[src/rtl/ir_sweep_seq.sv]
// ir_sweep_seq: IR-array sweep sequencer.
// Turns on the emitters, waits a settle interval, then runs six A2D conversions
// in a fixed channel order and accumulates a signed, weighted line-position error.
// Optional feature macro: LINE_LOST_DET_EN (reading-sum line-lost detection).
module ir_sweep_seq #(
  parameter int unsigned SETTLE_CYC  = 4096,
  parameter int unsigned LOST_THRESH = 1024
) (
  input  logic        clk,
  input  logic        rst,
  input  logic        go,
  output logic        strt_cnv,
  output logic [2:0]  chnnl,
  input  logic        cnv_cmplt,
  input  logic [11:0] res,
  output logic        IR_en,
  output logic        busy,
  output logic [15:0] err,
  output logic        err_vld,
  output logic        line_lost
);

  localparam int unsigned CNT_W = 16;
  localparam int unsigned IDX_W = 3;
  localparam int unsigned CH_W  = 3;
  localparam int unsigned RES_W = 12;
  localparam int unsigned ERR_W = 16;

  localparam logic [CNT_W-1:0] SETTLE_LAST = CNT_W'(SETTLE_CYC - 1);
  localparam logic [IDX_W-1:0] LAST_IDX    = IDX_W'(5);

  typedef enum logic [1:0] {
    IDLE   = 2'd0,
    SETTLE = 2'd1,
    CNV    = 2'd2,
    WAIT   = 2'd3
  } state_t;

  // Channel visited at each sweep position.
  function automatic logic [CH_W-1:0] chan_of(input logic [IDX_W-1:0] i);
    logic [CH_W-1:0] c;
    case (i)
      3'd0:    c = 3'd1;
      3'd1:    c = 3'd0;
      3'd2:    c = 3'd4;
      3'd3:    c = 3'd2;
      3'd4:    c = 3'd3;
      default: c = 3'd7;
    endcase
    return c;
  endfunction

  // Weighted contribution of one reading: weights -4,-2,-1,+1,+2,+4 by position.
  function automatic logic [ERR_W-1:0] term_of(input logic [IDX_W-1:0] i,
                                               input logic [RES_W-1:0] r);
    logic [ERR_W-1:0] z;
    logic [ERR_W-1:0] t;
    z = ERR_W'(r);
    case (i)
      3'd0:    t = -(z << 2);
      3'd1:    t = -(z << 1);
      3'd2:    t = -z;
      3'd3:    t = z;
      3'd4:    t = z << 1;
      default: t = z << 2;
    endcase
    return t;
  endfunction

  state_t           state, state_nxt;
  logic [CNT_W-1:0] cnt, cnt_nxt;
  logic [IDX_W-1:0] idx, idx_nxt;
  logic [ERR_W-1:0] acc, acc_nxt;
  logic [ERR_W-1:0] acc_sum;
  logic [ERR_W-1:0] err_nxt;
  logic [CH_W-1:0]  chnnl_nxt;
  logic             err_vld_nxt;
  logic             strt_nxt;
  logic             busy_nxt;

`ifdef LINE_LOST_DET_EN
  localparam int unsigned SUM_W = 15;
  localparam logic [SUM_W-1:0] LOST_LIM = SUM_W'(LOST_THRESH);

  logic [SUM_W-1:0] sum, sum_nxt;
  logic [SUM_W-1:0] sum_fin;
  logic             lost_nxt;
`else
  logic unused_cfg;
  assign unused_cfg = ^(32'(LOST_THRESH));
  assign line_lost  = 1'b0;
`endif

  // Next-state, datapath and registered-output decode.
  always_comb begin
    state_nxt   = state;
    cnt_nxt     = cnt;
    idx_nxt     = idx;
    acc_nxt     = acc;
    err_nxt     = err;
    err_vld_nxt = 1'b0;
    chnnl_nxt   = chnnl;
    acc_sum     = acc + term_of(idx, res);
`ifdef LINE_LOST_DET_EN
    sum_nxt     = sum;
    sum_fin     = sum + SUM_W'(res);
    lost_nxt    = line_lost;
`endif

    case (state)
      IDLE: begin
        if (go) begin
          cnt_nxt   = '0;
          idx_nxt   = '0;
          acc_nxt   = '0;
`ifdef LINE_LOST_DET_EN
          sum_nxt   = '0;
`endif
          state_nxt = SETTLE;
        end
      end

      SETTLE: begin
        if (cnt == SETTLE_LAST) begin
          chnnl_nxt = chan_of(idx);
          state_nxt = CNV;
        end else begin
          cnt_nxt = cnt + CNT_W'(1);
        end
      end

      // cnv_cmplt is still high from the previous conversion here; ignore it.
      CNV: begin
        state_nxt = WAIT;
      end

      WAIT: begin
        if (cnv_cmplt) begin
          acc_nxt = acc_sum;
`ifdef LINE_LOST_DET_EN
          sum_nxt = sum_fin;
`endif
          if (idx == LAST_IDX) begin
            err_nxt     = acc_sum;
            err_vld_nxt = 1'b1;
`ifdef LINE_LOST_DET_EN
            lost_nxt    = (sum_fin < LOST_LIM);
`endif
            state_nxt   = IDLE;
          end else begin
            idx_nxt   = idx + IDX_W'(1);
            chnnl_nxt = chan_of(idx + IDX_W'(1));
            state_nxt = CNV;
          end
        end
      end

      default: begin
        state_nxt = IDLE;
      end
    endcase

    strt_nxt = (state_nxt == CNV);
    busy_nxt = (state_nxt != IDLE);
  end

  // State, datapath and output registers.
  always_ff @(posedge clk or posedge rst) begin
    if (rst) begin
      state    <= IDLE;
      cnt      <= '0;
      idx      <= '0;
      acc      <= '0;
      err      <= '0;
      err_vld  <= 1'b0;
      chnnl    <= '0;
      strt_cnv <= 1'b0;
      busy     <= 1'b0;
      IR_en    <= 1'b0;
`ifdef LINE_LOST_DET_EN
      sum       <= '0;
      line_lost <= 1'b0;
`endif
    end else begin
      state    <= state_nxt;
      cnt      <= cnt_nxt;
      idx      <= idx_nxt;
      acc      <= acc_nxt;
      err      <= err_nxt;
      err_vld  <= err_vld_nxt;
      chnnl    <= chnnl_nxt;
      strt_cnv <= strt_nxt;
      busy     <= busy_nxt;
      IR_en    <= busy_nxt;
`ifdef LINE_LOST_DET_EN
      sum       <= sum_nxt;
      line_lost <= lost_nxt;
`endif
    end
  end

endmodule

[config.mk]
export PLATFORM = sky130hd
export DESIGN_NAME = ir_sweep_seq
export DESIGN_NICKNAME = d
export VERILOG_FILES = /design/src/rtl/ir_sweep_seq.sv
export SDC_FILE = /design/constraint.sdc
export NUM_CORES = 1
export LEC_CHECK = 0
export ABC_CLOCK_PERIOD_IN_PS = 3630
export CORE_MARGIN = 3
export CORE_UTILIZATION = 53
export DETAILED_ROUTE_END_ITERATION = 7
export GPL_TIMING_DRIVEN = 0
export HOLD_SLACK_MARGIN = 0.05
export PLACE_DENSITY = 0.83
export SYNTH_ARGS = -nofsm -noshare
export SYNTH_HDL_FRONTEND = slang
export SYNTH_SLANG_ARGS = --single-unit
[constraint.sdc]
create_clock -name clk -period 3.63 [get_ports clk]
set_clock_uncertainty 0.2 [all_clocks]
set_input_delay 0.726 -clock clk [delete_from_list [all_inputs] [get_ports clk]]
set_output_delay 0.726 -clock clk [all_outputs]
set_load 0.03 [all_outputs]
==> metrics <==
drt wl/cell about 18 um; Worst Tran Pin Value between 0.9 and 1 ns; via count 4,130; Post-DRT Antenna Nets 0; clock latency on the worst-skew pair around 0.35 ns; worst hold path type register to register; status complete, but fails checks; Static Leak between 2 and 2.5 nW; largest area contributor in the synthesized netlist dfrtp_1; drt via density 6.146; FF+latch count, synth 59; largest cells by area after synthesis dfrtp_1 35%, ha_1 6.8%, nor2_1 4.6%, nand2_1 4.3%, xnor2_1 4.1%; Synth Cell Area 4259 um2; drt drc 0; nets a little over 600; GPL Wtd Cong 0.9087; fill count about 590; DP Cell Count approximately 640; DRT Pass-1 Iters 6; CTS hold repair buffers 0; post-synthesis average cell area between 8 and 9 um2; CTS root buffer clkbuf_8; Core Util, Final 0.7163; Clock Sinks 59; total chip power between 2 and 2.5 mW; fin crit share 1.067; number of global-route vias before repair slightly above 4,000; max-slew violation count 0; first-pass GRT wire length roughly 19,000 um; maximum vdd ir drop between 300 and 400 uV; Die Area approximately 9100 um2; Fin. Hold Viols 0; H-tree levels 3; Die Span Y 95.65 um; post-route insts no fill around 670; Reg area about 1500 um2; number of max-cap violations 0; Total Wirelength approximately 12,000 um; clk buf depth 2; RSZ-0062 raised after global routing true; setup ws final -0.2442 ns; Seq/Total Area, Yosys 0.3467; layout cell share with drive strength beyond 1 0.2386; cells after synthesis between 400 and 500; Initial DRC Count about 270; largest net degree at the start of global routing 45; CP required roughly 3.7 ns; ys async rst share 1.000; total core area 7767 um2; CP Capture Type register; Distinct cells, synth 59; CTS tree yes; syn_nets 536; EDFF count, synth 0; num ports 40; Max FO, Critical Path 4; Yosys warning total 0; multi-input combinational cell area a little under 3000 um2; most frequent cells in the layout 56 x dfrtp_1, 48 x nand2_1, 48 x nor2_1; CP Launch Type input pin; Die Width roughly 96 um; Port Buf Inserts 36; Critical Path AT between 3 and 4 ns; Worst-path clk slew 0.07 ns; Setup Slack @ Placement -1.232 ns; ys flop type dfrtp_1; GRT overflow 0; f_max about 260 MHz; Starting Density 0.5483; hold slack about 0.28 ns; failing checks setup timing; commonest non-fill, non-tap cell in the layout dfrtp_1; CTS Buf Count 9; relative slew slack 0.3913; Post-DP HPWL approximately 7900 um; Synth top area share 0.3467; diodes inserted 0; fin crit period roughly 3.9 ns; number of setup violations in the final report 12; GRT Overall Usage 0.2625; Rows 32; P&R area growth vs syn 30.64%; initial antenna violation count 0; Pwr Density between 400 and 500 nW/um2; critical path type input pin to register
==> path summary, 6_finish.rpt <==
| check | depth (start not counted) | endpoint | slack, ns | from |
|---|---|---|---|---|
| worst max-delay path | 14 | acc[15] | -0.24 | res[3] |
| worst min-delay path | 2 | err[4] | 0.28 | err[4] |
| worst max register to register | 12 | err[8] | -0.06 | idx[0] |
| worst min register to register | 2 | err[4] | 0.28 | err[4] |
| max in group asynchronous | 3 | idx[1] | 2.19 | rst |
| min in group asynchronous | 2 | err[4] | 0.48 | rst |
==> what timing repair did <==
item	4_1_cts	5_1_grt
pin swaps	18	24
resized for setup	65	45
gates cloned	0	0
endpoints found under the setup margin	20	20
buffers inserted	12	17
==> cell families (layout without fill, tap and decap cells) <==
group	Yosys count	count (layout)	share of synthesized area
mux	13	13	0.03290
flops	59	59	0.3467
xor+xnor	32	32	0.06757
simple gates	178	178	0.1995
buf+inv	45	119	0.04553
other cells	1	1	0.0008805
fa+ha+maj	24	24	0.07227
compound gates	144	144	0.2347
==> flip-flops by register name, indices dropped and copies added (netlist names) <==
signal	count
err_vld	1
chnnl	3
err	16
strt_cnv	1
idx	3
busy	1
acc	16
cnt	16
state	2
==> synthesized netlist by cell type (4+ instances only) <==
library cell and instances:
dfrtp_1 59, nor2_1 52, nand2_1 49, o21ai_0 33
nand3_1 24, a21oi_1 23, ha_1 23, xnor2_1 20
clkbuf_1 19, inv_1 19, xor2_1 11, nor3_1 10
a211oi_1 9, a21o_1 8, a22o_1 8, mux2_2 8
nand2b_1 8, o21a_1 8, a221oi_1 7, and3_1 6
nor2b_1 6, a22oi_1 5, mux2i_1 5, o22ai_1 5
o31ai_1 5, or3_1 5, and2_1 4, o22a_1 4
or4_1 4
==> worst max-delay path, cell delays in order <==
cell,delay [ns]
buf_8,0.09
or4_4,0.53
or4_4,0.53
xnor2_4,0.20
o21ai_1,0.08
a221oi_1,0.24
a21oi_1,0.13
ha_1,0.34
a21oi_4,0.17
o211ai_1,0.12
a21o_1,0.23
a21o_1,0.20
a221oi_2,0.22
o21ai_1,0.09
==> stage by stage <==
stage	TNS (ns)	area [um2]
after floorplan	-3.279	4365
after global placement	-17.40	4853
after detailed placement	-19.12	4873
after CTS	-0.5389	5274
after global routing	-3.139	5564
final	-1.630	5564
==> layout make-up <==
cell class | instances | area share
clock inverters | 7 | 0.01642
repair buffers | 65 | 0.1025
inverters | 19 | 0.01282
plain buffers | 19 | 0.02181
multi-input cells | 392 | 0.5352
flip-flops and latches | 59 | 0.2660
well taps | 102 | 0.02294
clock buffers | 9 | 0.02226
==> power breakdown <==
part	switching [mW]	internal [mW]	leakage (nW)	total, mW
sequential	0.0809	0.728	0.770	0.809
combinational	0.432	0.364	1.52	0.795
clock	0.283	0.385	0.109	0.668
total	0.796	1.48	2.40	2.27
==> metal layers <==
layer	wire length, um	GRT usage	vias to the layer above	share of wire
met5	0	0	-	0
met2	5995	0.4325	161	0.50
met4	333	0.1055	0	0.028
met3	641	0.05209	27	0.053
met1	5084	0.3370	2001	0.42
li1	-	-	1941	-
Note: power is estimated with default switching activity, not from simulation.
